### config.mk
export PLATFORM = sky130hd
export DESIGN_NAME = hazard_ctrl
export DESIGN_NICKNAME = d
export VERILOG_FILES = /design/src/rtl/hazard_ctrl.sv
export SDC_FILE = /design/constraint.sdc
export NUM_CORES = 1
export LEC_CHECK = 0
export ABC_AREA = 1
export CAP_MARGIN = 10
export CELL_PAD_IN_SITES_DETAIL_PLACEMENT = 1
export CELL_PAD_IN_SITES_GLOBAL_PLACEMENT = 1
export CORE_MARGIN = 3
export CORE_UTILIZATION = 30
export CTS_BUF_LIST = sky130_fd_sc_hd__clkbuf_8
export DETAILED_ROUTE_END_ITERATION = 10
export HOLD_SLACK_MARGIN = 0.08
export PLACE_DENSITY = 0.77
export REMOVE_ABC_BUFFERS = 1
export SLEW_MARGIN = 20
export SYNTH_ARGS = -nofsm -noshare
export SYNTH_HDL_FRONTEND = slang
export SYNTH_SLANG_ARGS = --single-unit
### constraint.sdc
create_clock -name clk -period 7.77 [get_ports clk]
set_clock_uncertainty 0.1 [all_clocks]
set_input_delay 1.9425 -clock clk [delete_from_list [all_inputs] [get_ports clk]]
set_output_delay 1.9425 -clock clk [all_outputs]
set_load 0.02 [all_outputs]
### src/rtl/hazard_ctrl.sv
// rtl/hazard_ctrl.sv - pipeline hazard, flush, forwarding and mul/div sequencing control
//
// Purpose: stalls/flushes the PC, IF/ID and ID/EX registers, selects EX operand
// forwarding sources, tracks the multi-cycle multiply/divide unit and counts
// stall cycles. All state updates on the falling edge of clk, the same edge on
// which the pipeline registers capture.
//
// Ports:
//   clk, rst_n                   clock (falling-edge active), sync active-low reset
//   id_rs/id_rt/id_use_*         ID-stage source registers and their use flags
//   id_md_use, id_jump           ID uses HI/LO or mul/div unit; jump resolved in ID
//   ex_rd/ex_regwr/ex_memread    EX destination, write enable, load flag
//   ex_rs/ex_rt                  EX operand register numbers
//   ex_branch_taken              branch resolved taken in EX
//   ex_md_start/ex_md_is_div     start mul/div unit; 1 = divide
//   mem_rd/mem_regwr, wb_rd/wb_regwr  later-stage destinations for forwarding
//   pc_en, ifid_en               hold PC / IF/ID when 0
//   ifid_flush, idex_flush       load a bubble
//   fwd_a, fwd_b                 00 regfile, 01 EX/MEM result, 10 MEM/WB data
//   md_busy, md_done             unit busy; one-cycle result-ready pulse
//   stall_cnt                    stalled-cycle counter (wraps)
module hazard_ctrl #(
  parameter int MUL_CYCLES = 5,
  parameter int DIV_CYCLES = 32
) (
  input  logic        clk,
  input  logic        rst_n,
  input  logic [4:0]  id_rs,
  input  logic [4:0]  id_rt,
  input  logic        id_use_rs,
  input  logic        id_use_rt,
  input  logic        id_md_use,
  input  logic        id_jump,
  input  logic [4:0]  ex_rd,
  input  logic        ex_regwr,
  input  logic        ex_memread,
  input  logic [4:0]  ex_rs,
  input  logic [4:0]  ex_rt,
  input  logic        ex_branch_taken,
  input  logic        ex_md_start,
  input  logic        ex_md_is_div,
  input  logic [4:0]  mem_rd,
  input  logic [4:0]  wb_rd,
  input  logic        mem_regwr,
  input  logic        wb_regwr,
  output logic        pc_en,
  output logic        ifid_en,
  output logic        ifid_flush,
  output logic        idex_flush,
  output logic [1:0]  fwd_a,
  output logic [1:0]  fwd_b,
  output logic        md_busy,
  output logic        md_done,
  output logic [31:0] stall_cnt
);

  typedef enum logic {IDLE = 1'b0, BUSY = 1'b1} mdState_t;

  localparam logic [7:0] MUL_LOAD = 8'(MUL_CYCLES - 1);
  localparam logic [7:0] DIV_LOAD = 8'(DIV_CYCLES - 1);

  mdState_t    state, stateNext;
  logic [7:0]  count, countNext;
  logic        mdDone, mdDoneNext;
  logic [31:0] stallCnt;

  logic loadUse, mdHazard, stall;

  // A load to r0 never creates a real dependency.
  assign loadUse = ex_memread & ex_regwr & (ex_rd != 5'd0) &
                   ((id_use_rs & (id_rs == ex_rd)) | (id_use_rt & (id_rt == ex_rd)));
  assign mdHazard = md_busy & id_md_use;
  // A taken branch squashes the ID instruction, so its hazard is moot.
  assign stall    = (loadUse | mdHazard) & ~ex_branch_taken;

  // State register.
  always_ff @(negedge clk) begin
    if (!rst_n) begin
      state    <= IDLE;
      count    <= 8'd0;
      mdDone   <= 1'b0;
      stallCnt <= 32'd0;
    end else begin
      state    <= stateNext;
      count    <= countNext;
      mdDone   <= mdDoneNext;
      stallCnt <= stallCnt + {31'd0, stall};
    end
  end

  // Next-state logic; a new start always wins, so a restarted op never reports done.
  always_comb begin
    stateNext  = state;
    countNext  = count;
    mdDoneNext = 1'b0;
    if (ex_md_start) begin
      stateNext = BUSY;
      countNext = ex_md_is_div ? DIV_LOAD : MUL_LOAD;
    end else if (state == BUSY) begin
      if (count == 8'd0) begin
        stateNext  = IDLE;
        mdDoneNext = 1'b1;
      end else begin
        countNext = count - 8'd1;
      end
    end
  end

  // Output logic.
  always_comb begin
    pc_en      = 1'b1;
    ifid_en    = 1'b1;
    ifid_flush = 1'b0;
    idex_flush = 1'b0;
    fwd_a      = 2'b00;
    fwd_b      = 2'b00;
    if (!rst_n) begin
      pc_en      = 1'b0;
      ifid_en    = 1'b0;
      ifid_flush = 1'b1;
      idex_flush = 1'b1;
    end else begin
      if (ex_branch_taken) begin
        ifid_flush = 1'b1;
        idex_flush = 1'b1;
      end else if (stall) begin
        pc_en      = 1'b0;
        ifid_en    = 1'b0;
        idex_flush = 1'b1;
      end else if (id_jump) begin
        ifid_flush = 1'b1;
      end
      // EX/MEM holds the newer value, so it takes priority over MEM/WB.
      if (mem_regwr && mem_rd != 5'd0 && mem_rd == ex_rs)   fwd_a = 2'b01;
      else if (wb_regwr && wb_rd != 5'd0 && wb_rd == ex_rs) fwd_a = 2'b10;
      if (mem_regwr && mem_rd != 5'd0 && mem_rd == ex_rt)   fwd_b = 2'b01;
      else if (wb_regwr && wb_rd != 5'd0 && wb_rd == ex_rt) fwd_b = 2'b10;
    end
  end

  assign md_busy   = (state == BUSY);
  assign md_done   = mdDone;
  assign stall_cnt = stallCnt;

endmodule

---- Yosys cells after proc, flatten, opt, wreduce, memory -nomap -nowiden ----
Index checks and enable logic that the tools add are counted.
operators by class
  add/sub/neg operators ................... 2
  multiply operators ...................... 0
  div/mod/pow operators ................... 0
  $lt $le $gt $ge ......................... 0
  eq/ne operators ......................... 7
  shift operators ......................... 0
  mux-type cells .......................... 24
  bitwise gates (word level) .............. 12
  reductions and logical operators ........ 13
operator list
  cell                 number
  $add 32x1->32        1
  $eq 5x5->1           6
  $mux 8               3
  $reduce_bool 5->1    3
  $mux 1               14
  $mux 2               6
  $logic_not 8->1      1
  $sub 8x1->8 const B  1
  $and 1x1->1          7
  $logic_and 1x1->1    6
  $mux 5               1
  $not 1->1            3
  $reduce_or 3->1      1
  $ne 2x2->1 const B   1
  $or 1x1->1           2
  $reduce_and 2->1     1
  $reduce_bool 2->1    1
word-level totals
  register bits ........................... 42
  bits in latches ......................... 0
  memory bits (writable) .................. 0
  memory bits (read-only) ................. 0
  logic and storage cells ................. 62
  memories kept ........................... 0

---- Depth between registers and ports, before layout ----
Gate-level depths: netlist (run 1).
  depth after elaboration ................. 9
  mapped depth ............................ 22
  depth with buffers taken out ............ 22

==> results of run 1 <==
[final timing paths]
kind | from | end | slack (ps)
min | stall_cnt[31] | stall_cnt[31] | 370
max reg2reg | md_busy | stall_cnt[16] | 5810
min reg2reg | stall_cnt[31] | stall_cnt[31] | 370
max | md_busy | idex_flush | 130
[cell families (layout without fill, tap and decap cells)]
logic type | Yosys count | after routing | synth area share
buffers and inverters | 75 | 232 | 0.100
and+or+nand+nor | 267 | 267 | 0.443
xor gates and xnor gates | 19 | 19 | 0.0572
DFF | 42 | 42 | 0.289
AOI/OAI and AO/OA | 51 | 51 | 0.0937
adders and majority gates | 4 | 4 | 0.0172
[worst reg2reg max path, stage by stage (launching register included)]
cell	delay, ps
dfxtp_1	400
nand2_1	90
nand2_2	90
inv_2	60
nor2_4	90
ha_4	160
ha_4	140
nand2_4	60
clkinv_4	60
nand3_4	90
nor2_4	140
nand2_4	80
clkinv_4	80
nand2_2	40
and3_4	170
[per-layer routing]
layer / up-vias / routed length, um
met5: - / 0
met4: 0 / 131
met3: 16 / 481
met2: 75 / 5210
met1: 1566 / 4200
li1: 1750 / -
[state kept, by name, summed over array words and instances (netlist names)]
| register | flops |
|---|---|
| md_done | 1 |
| md_busy | 1 |
| stall_cnt | 32 |
| count | 8 |
[through the flow]
stage / hold slack, ps / setup slack, ps / setup TNS (ps) / cells / instance area [sq um]
final: 375 / 133 / 0 / 744 / 4410
after global routing: 408 / -15.0 / -15.2 / 744 / 4410
after CTS: 378 / 0.355 / 0 / 741 / 4370
after detailed placement: 370 / -700 / -15800 / 685 / 4040
after global placement: 361 / -562 / -12700 / 685 / 4040
after floorplan: 370 / 27.3 / 0 / 453 / 2890
[area by class of cell]
type | instances | area share
sequential | 42 | 0.191
multi-input combinational | 341 | 0.424
inverter | 69 | 0.0621
tap | 129 | 0.0366
clock inverter | 45 | 0.0400
clock buffer | 5 | 0.0156
timing repair buffer | 113 | 0.231
[cells in the mapped netlist (3+ instances only)]
| library cell | count | area [sq um] |
|---|---|---|
| inv_2 | 7 | 26.3 |
| nand2_1 | 126 | 473 |
| nor3_1 | 17 | 85.1 |
| and3_1 | 4 | 25.0 |
| nand3b_1 | 3 | 22.5 |
| nor2_1 | 53 | 199 |
| o21ai_0 | 15 | 75.1 |
| inv_1 | 59 | 221 |
| or2_2 | 3 | 18.8 |
| ha_1 | 4 | 50.1 |
| nand2_2 | 9 | 56.3 |
| xor2_1 | 7 | 61.3 |
| nor2_2 | 10 | 62.6 |
| o22ai_1 | 3 | 18.8 |
| clkbuf_1 | 3 | 11.3 |
| nand4_1 | 5 | 31.3 |
| xnor2_1 | 12 | 105 |
| nor2_4 | 6 | 67.6 |
| dfxtp_1 | 42 | 841 |
| a21oi_1 | 25 | 125 |
| nand3_1 | 21 | 105 |
[power breakdown]
| part | switching [W] | internal [W] | total (W) |
|---|---|---|---|
| registers | 0.00000346 | 0.000221 | 0.000224 |
| clock network | 0.000145 | 0.0000915 | 0.000237 |
| logic | 0.0000477 | 0.0000444 | 0.0000920 |
[what timing repair did]
item,CTS,global route
pin swaps,15,21
buffers inserted,7,3
gates cloned,0,0
setup endpoints to repair,26,27
resized for setup,41,36
hold endpoints to repair,0,0
==> flow_metrics.env, run 1 <==
export IMPL_status="finished, final reports clean"
export IMPL_arrival_ps=5590
export IMPL_ios=90
export IMPL_grt_busiest_layer="met2"
export IMPL_syn_cell_area_sq_um=2910
export IMPL_synth_area_per_cell_sq_um=6.35
export IMPL_p_leak_nw=1.99
export IMPL_holdCritPathClass="flip-flop to flip-flop"
export IMPL_path_cells="nand2_1, nand2_2, inv_2, buf_4, buf_4, buf_4, buf_4, nand2_1, clkbuf_2"
export IMPL_relSlewSlack=0.771
export IMPL_drt_initial_drc_count=48
export IMPL_antenna_cells=0
export IMPL_std_cell_rows=35
export IMPL_drive_gt1_frac=0.171
export IMPL_finalHoldViolations=0
export IMPL_wire_per_inst_um=13.5
export IMPL_dieWidth_um=104
export IMPL_start_kind="flip-flop"
export IMPL_fill_cells=1248
export IMPL_cts_tree="yes"
export IMPL_gr_usage_met3=0.0503
export IMPL_vias_per_cell=4.58
export IMPL_numCtsBuffers=5
export IMPL_wl_um=10000
export IMPL_core_area_sq_um=9330
export IMPL_synth_ff_type="dfxtp_1"
export IMPL_synth_distinct_cells=38
export IMPL_io_buffers=89
export IMPL_die_h_um=104
export IMPL_cts_max_path_buffers=2
export IMPL_hold_depth=2
export IMPL_irDropWorstVdd_mv=0.0721
export IMPL_dp_hpwl_um=7760
export IMPL_tightest_slew_ps=342
export IMPL_crit_family="buffers and inverters"
export IMPL_finalSetupViolCount=0
export IMPL_synth_edf_count=0
export IMPL_ys_ff_latch=42
export IMPL_firstDrtPassIters=4
export IMPL_slowest_stage="dfxtp_1"
export IMPL_synthCells=458
export IMPL_met1_usage=0.195
export IMPL_ant_nets=0
export IMPL_rsz0062_at_grt="true"
export IMPL_grt_use_met2=0.323
export IMPL_mostFrequentLayoutCell="nand2_1"
export IMPL_path_buf_inv=6
export IMPL_maxCapViolations=0
export IMPL_yosysWarnings=0
export IMPL_clk_root_buffer_cell="clkbuf_8"
export IMPL_required_ps=5730
export IMPL_endpoint_kind="output pin"
export IMPL_grt_total_usage=0.177
export IMPL_antenna_found_initial=0
export IMPL_clock_latency_ps=380
export IMPL_area_delta_synth_final_pct=51.6
export IMPL_start_util=0.312
export IMPL_holdBufCountCts=0
export IMPL_criticalPathCategory="flip-flop to output pin"
export IMPL_vias=3407
export IMPL_total_power_w=0.000553
export IMPL_grt_pass1_wl_um=16200
export IMPL_cts_sinks=42
export IMPL_route_detailed_drc=0
export IMPL_slowest_delay_ps=400
export IMPL_ys_async_sr_fraction=0
export IMPL_slew_violations=0
export IMPL_grt_max_degree=16
export IMPL_grt_pass1_vias=3630
export IMPL_seq_area_sq_um=841
export IMPL_layout_nets=666
export IMPL_h_tree_depth=2
export IMPL_gp_congestion=0.867
export IMPL_final_cell_mix="nand2_1, inv_1, clkdlybuf4s50_1"
export IMPL_die_area_sq_um=10900
export IMPL_worst_path_most_repeated_cell="buf_4"
export IMPL_clk_pin_slew_ps=40
export IMPL_grt_ovfl_total=0
export IMPL_rr_worst_depth=14
export IMPL_ys_seq_area_frac=0.289
export IMPL_multi_input_area_sq_um=1870
export IMPL_powerDensity_nw_per_um2=125
export IMPL_final_util=0.473
export IMPL_worst_path_stages=9
export IMPL_path_max_fanout=6
No activity file was read; power rests on OpenSTA's default activity.
==> run 2, diff against run 1 <==
--- a/config.mk
+++ b/config.mk
@@ -14,6 +14,7 @@
 export CTS_BUF_LIST = sky130_fd_sc_hd__clkbuf_8
 export DETAILED_ROUTE_END_ITERATION = 10
 export HOLD_SLACK_MARGIN = 0.08
+export MAX_ROUTING_LAYER = met4
 export PLACE_DENSITY = 0.77
 export REMOVE_ABC_BUFFERS = 1
 export SLEW_MARGIN = 20
==> run 2 against run 1 <==
Compared with the run above:
- register-to-register slack about the same
- count of clock-buffer cells in the layout stayed put
- combinational power barely moved
- sequential power about the same
- hold slack about the same
- power about the same
- sequential cell count did not move
- global-route usage is 0.51 points higher
- critical endpoint unchanged
==> flow_metrics.env, run 2 (same netlist as run 1, synthesis figures left out) <==
export IMPL_endpoint_kind="output pin"
export IMPL_criticalPathCategory="flip-flop to output pin"
export IMPL_rsz0062_at_grt="true"
export IMPL_ant_nets=0
export IMPL_clock_latency_ps=380
export IMPL_hold_depth=2
export IMPL_slowest_delay_ps=400
export IMPL_numCtsBuffers=5
export IMPL_slew_violations=0
export IMPL_gr_usage_met3=0.0428
export IMPL_status="finished, final reports clean"
export IMPL_dieWidth_um=104
export IMPL_grt_use_met2=0.323
export IMPL_seq_power_share=0.405
export IMPL_grt_total_usage=0.182
export IMPL_met1_usage=0.200
export IMPL_die_area_sq_um=10900
export IMPL_vias_per_cell=4.59
export IMPL_crit_family="buffers and inverters"
export IMPL_worst_path_most_repeated_cell="buf_4"
export IMPL_holdBufCountCts=0
export IMPL_fill_cells=1248
export IMPL_core_area_sq_um=9330
export IMPL_start_util=0.312
export IMPL_clk_root_buffer_cell="clkbuf_8"
export IMPL_worst_path_stages=9
export IMPL_tns_ps=0
export IMPL_cts_max_path_buffers=2
export IMPL_grt_ovfl_total=0
export IMPL_p_sw_w=0.000197
export IMPL_vias=3413
export IMPL_area_delta_synth_final_pct=51.6
export IMPL_irDropWorstVdd_mv=0.0721
export IMPL_ios=90
export IMPL_dp_hpwl_um=7760
export IMPL_placed_area_sq_um=4040
export IMPL_final_cell_mix="nand2_1, inv_1, clkdlybuf4s50_1"
export IMPL_path_buf_inv=6
export IMPL_layout_nets=666
export IMPL_drt_initial_drc_count=49
export IMPL_rr_worst_depth=14
export IMPL_finalHoldViolations=0
export IMPL_cts_tree="yes"
export IMPL_clk_pin_slew_ps=40
export IMPL_p_int_w=0.000357
export IMPL_grt_max_degree=16
export IMPL_grt_busiest_layer="met2"
export IMPL_path_cells="nand2_1, nand2_2, inv_2, buf_4, buf_4, buf_4, buf_4, nand2_1, clkbuf_2"
export IMPL_required_ps=5730
export IMPL_tightest_slew_ps=346
export IMPL_start_kind="flip-flop"
export IMPL_gp_congestion=0.881
export IMPL_arrival_ps=5600
export IMPL_cts_sinks=42
export IMPL_wire_per_inst_um=13.5
export IMPL_powerDensity_nw_per_um2=125
export IMPL_firstDrtPassIters=4
export IMPL_finalSetupViolCount=0
export IMPL_drive_gt1_frac=0.171
export IMPL_antenna_found_initial=0
export IMPL_combPwrFrac=0.166
export IMPL_grt_pass1_vias=3641
export IMPL_clkPwrFrac=0.429
export IMPL_largest_reg_flops=32
export IMPL_route_detailed_drc=0
export IMPL_p_leak_nw=1.99
export IMPL_maxCapViolations=0
export IMPL_io_buffers=89
export IMPL_grt_pass1_wl_um=16200
export IMPL_die_h_um=104
export IMPL_path_max_fanout=6
export IMPL_switching_share=0.356
export IMPL_slowest_stage="dfxtp_1"
export IMPL_antenna_cells=0
export IMPL_relSlewSlack=0.768
export IMPL_final_cell_area_sq_um=4410
export IMPL_h_tree_depth=2
export IMPL_std_cell_rows=35
export IMPL_wl_um=10000
export IMPL_mostFrequentLayoutCell="nand2_1"
export IMPL_whs_ps=375
export IMPL_holdCritPathClass="flip-flop to flip-flop"
==> run 2: cell counts in the layout (fill, tap and decap cells not counted) <==
Identical to the previous run, type by type.
==> run 2: final cells by class <==
class                   instances  area (sq um)  share of cell area
multi-input cells             341          1870               0.424
repair buffers                113          1020               0.231
flip-flops and latches         42           841               0.191
inverters                      69           274              0.0621
clock inverters                45           176              0.0400
well taps                     129           161              0.0366
clock buffers                   5          68.8              0.0156
==> run 2: timing repair <==
item,in CTS,in global routing
setup buffers,7,3
pin swaps,15,21
endpoints found under the setup margin,26,27
resized for setup,41,36
==> run 2: routing by layer <==
metal	vias to the layer above	wire length, um
li1	1749	-
met1	1575	4310
met2	75	5220
met3	14	384
met4	0	116
met5	-	0
==> run 2: path summary, 6_finish.rpt <==
path	from	endpoint	slack, ps
setup / recovery	md_busy	idex_flush	130
hold / removal	stall_cnt[31]	stall_cnt[31]	370
setup reg to reg	md_busy	stall_cnt[16]	5810
hold reg to reg	stall_cnt[31]	stall_cnt[31]	370
==> run 2: power groups by stage <==
stage | Sequential (W) | Clock [W] | Combinational, W
final | 0.000224 | 0.000237 | 0.0000920
after floorplan | 0.000228 | 0.0000337 | 0.0000430
after global placement | 0.000227 | 0.0000337 | 0.0000893
after detailed placement | 0.000227 | 0.0000337 | 0.0000923
after global routing | 0.000224 | 0.000281 | 0.000103
after CTS | 0.000224 | 0.000251 | 0.0000916
==> run 2: metrics by stage <==
| step | setup slack (ps) | util | std cells | power [W] |
|---|---|---|---|---|
| final | 129 | 0.473 | 744 | 0.000554 |
| after global routing | -15.3 | 0.473 | 744 | 0.000608 |
| after CTS | 0.355 | 0.468 | 741 | 0.000567 |
| after detailed placement | -700 | 0.434 | 685 | 0.000353 |
| after global placement | -562 | 0.434 | 685 | 0.000350 |
| after floorplan | 27.3 | - | 453 | 0.000305 |
==> run 2: worst min-delay path, cell delays in order, from the launching register on <==
cell     delay (ps)
dfxtp_1         310
nand2_1          60
a21oi_1          50
==> run 3, diff against run 2 <==
--- a/config.mk
+++ b/config.mk
@@ -15,8 +15,9 @@
 export DETAILED_ROUTE_END_ITERATION = 10
 export HOLD_SLACK_MARGIN = 0.08
 export MAX_ROUTING_LAYER = met4
-export PLACE_DENSITY = 0.77
+export PLACE_DENSITY_LB_ADDON = 0.1
 export REMOVE_ABC_BUFFERS = 1
+export SKIP_CTS_REPAIR_TIMING = 1
 export SLEW_MARGIN = 20
 export SYNTH_ARGS = -nofsm -noshare
 export SYNTH_HDL_FRONTEND = slang
==> run 3 against run 2 <==
Compared with the run above:
- first-iteration DRC count up 59%
- sequential cell count did not move
- non-clock buffer count fell by 9
- sequential power about the same
- die area did not move
- largest cell class unchanged
==> flow_metrics.env, run 3 (same netlist as run 1, synthesis figures left out) <==
export IMPL_status="finished, final reports clean"
export IMPL_grt_max_degree=21
export IMPL_seq_power_share=0.411
export IMPL_ant_nets=0
export IMPL_r2r_setup_slack_ps=5730
export IMPL_rr_worst_depth=14
export IMPL_p_leak_nw=2.00
export IMPL_p_sw_w=0.000190
export IMPL_hold_depth=2
export IMPL_combPwrFrac=0.163
export IMPL_gp_congestion=0.902
export IMPL_antenna_found_initial=0
export IMPL_final_util=0.467
export IMPL_area_delta_synth_final_pct=49.5
export IMPL_r2r_end="stall_cnt[16]"
export IMPL_clk_pin_slew_ps=40
export IMPL_required_ps=4110
export IMPL_fill_cells=1257
export IMPL_placed_area_sq_um=4040
export IMPL_multi_input_area_sq_um=1840
export IMPL_grt_pass1_wl_um=15600
export IMPL_slowest_stage="clkdlybuf4s50_1"
export IMPL_drive_gt1_frac=0.157
export IMPL_vias=3367
export IMPL_vias_per_cell=4.58
export IMPL_path_cells="clkdlybuf4s50_1, nand3_1, inv_1, nand2_2, nand2_2, inv_2, nor2_2, ha_2, ha_4, nand2_4, inv_4, nand3_4, nor2_4, nand2_4, buf_4, o21ai_2, and3_1"
export IMPL_switching_share=0.348
export IMPL_numCtsBuffers=5
export IMPL_start_util=0.312
export IMPL_finalSetupViolCount=0
export IMPL_worstReg2RegStart="md_busy"
export IMPL_worstHoldEndpoint="stall_cnt[31]"
export IMPL_clock_latency_ps=380
export IMPL_io_buffers=89
export IMPL_route_detailed_drc=0
export IMPL_grt_ovfl_total=0
export IMPL_p_int_w=0.000357
export IMPL_h_tree_depth=2
export IMPL_final_cell_area_sq_um=4350
export IMPL_die_h_um=104
export IMPL_firstDrtPassIters=4
export IMPL_cts_tree="yes"
export IMPL_finalHoldViolations=0
export IMPL_wire_per_inst_um=12.5
export IMPL_holdCritPathClass="flip-flop to flip-flop"
export IMPL_relSlewSlack=0.779
export IMPL_final_cell_mix="nand2_1, inv_1, clkdlybuf4s50_1"
export IMPL_endpoint_kind="flip-flop"
export IMPL_criticalPathCategory="input port to flip-flop"
export IMPL_dieWidth_um=104
export IMPL_std_cell_rows=35
export IMPL_tns_ps=0
export IMPL_tightest_slew_ps=331
export IMPL_layout_nets=657
export IMPL_mostFrequentLayoutCell="nand2_1"
export IMPL_rsz0062_at_grt="true"
export IMPL_dp_hpwl_um=7500
export IMPL_start_kind="input port"
export IMPL_slowest_delay_ps=450
export IMPL_path_max_fanout=4
export IMPL_die_area_sq_um=10900
export IMPL_clk_root_buffer_cell="clkbuf_8"
export IMPL_maxCapViolations=0
export IMPL_powerDensity_nw_per_um2=126
export IMPL_clkPwrFrac=0.426
export IMPL_arrival_ps=4020
export IMPL_total_power_w=0.000547
export IMPL_irDropWorstVdd_mv=0.0662
export IMPL_grt_pass1_vias=3552
export IMPL_grt_total_usage=0.174
export IMPL_cts_max_path_buffers=2
export IMPL_ios=90
export IMPL_core_area_sq_um=9330
export IMPL_hold_path_startpoint="stall_cnt[31]"
export IMPL_seq_area_sq_um=842
export IMPL_wl_um=9160
export IMPL_drt_initial_drc_count=78
export IMPL_cts_sinks=42
export IMPL_slew_violations=0
export IMPL_antenna_cells=0
export IMPL_largest_reg_flops=32
run 3: layer usage:
layer | routed length (um) | GRT usage
met5 | 0 | -
met4 | 65 | 0.0551
met3 | 488 | 0.0534
met2 | 4500 | 0.286
met1 | 4110 | 0.202
run 3: stage by stage:
stage	instances	hold slack, ps	worst slack [ps]
global route	735	397	-58.8
detailed placement	684	369	-677
floorplan	453	370	27.3
global placement	684	355	-560
finish	735	369	86.3
CTS	733	373	-293
run 3: power by group through the flow:
stage / clock network (W) / registers [W] / logic, W
floorplan: 0.0000337 / 0.000228 / 0.0000430
global placement: 0.0000337 / 0.000227 / 0.0000892
detailed placement: 0.0000337 / 0.000228 / 0.0000907
CTS: 0.000247 / 0.000224 / 0.0000912
global route: 0.000280 / 0.000225 / 0.000100
finish: 0.000233 / 0.000224 / 0.0000891
run 3: cell type report:
cell class                      instances  share of cell area
Multi-Input combinational cell        341               0.423
Timing Repair Buffer                  104               0.229
Sequential cell                        42               0.194
Inverter                               69              0.0612
Clock inverter                         45              0.0405
Tap cell                              129              0.0371
Clock buffer                            5              0.0158
run 3: how the worst max path moves through the flow:
stage	from	end	slack, ps	depth (start not counted)
after floorplan	ex_rd[3]	stall_cnt[16]	30	20
after global placement	ex_rd[3]	stall_cnt[16]	-560	21
after detailed placement	ex_rd[1]	stall_cnt[16]	-680	21
after CTS	ex_rd[1]	stall_cnt[20]	-290	23
after global routing	ex_rd[1]	stall_cnt[20]	-60	22
final	ex_memread	stall_cnt[16]	90	17
run 3: critical path, delay by kind of cell:
kind	cells	cell delay, ps
AO/OA/AOI/OAI	1	90
adder cells (fa/ha/maj)	2	360
buffers and inverters	5	760
AND/OR/NAND/NOR	9	860
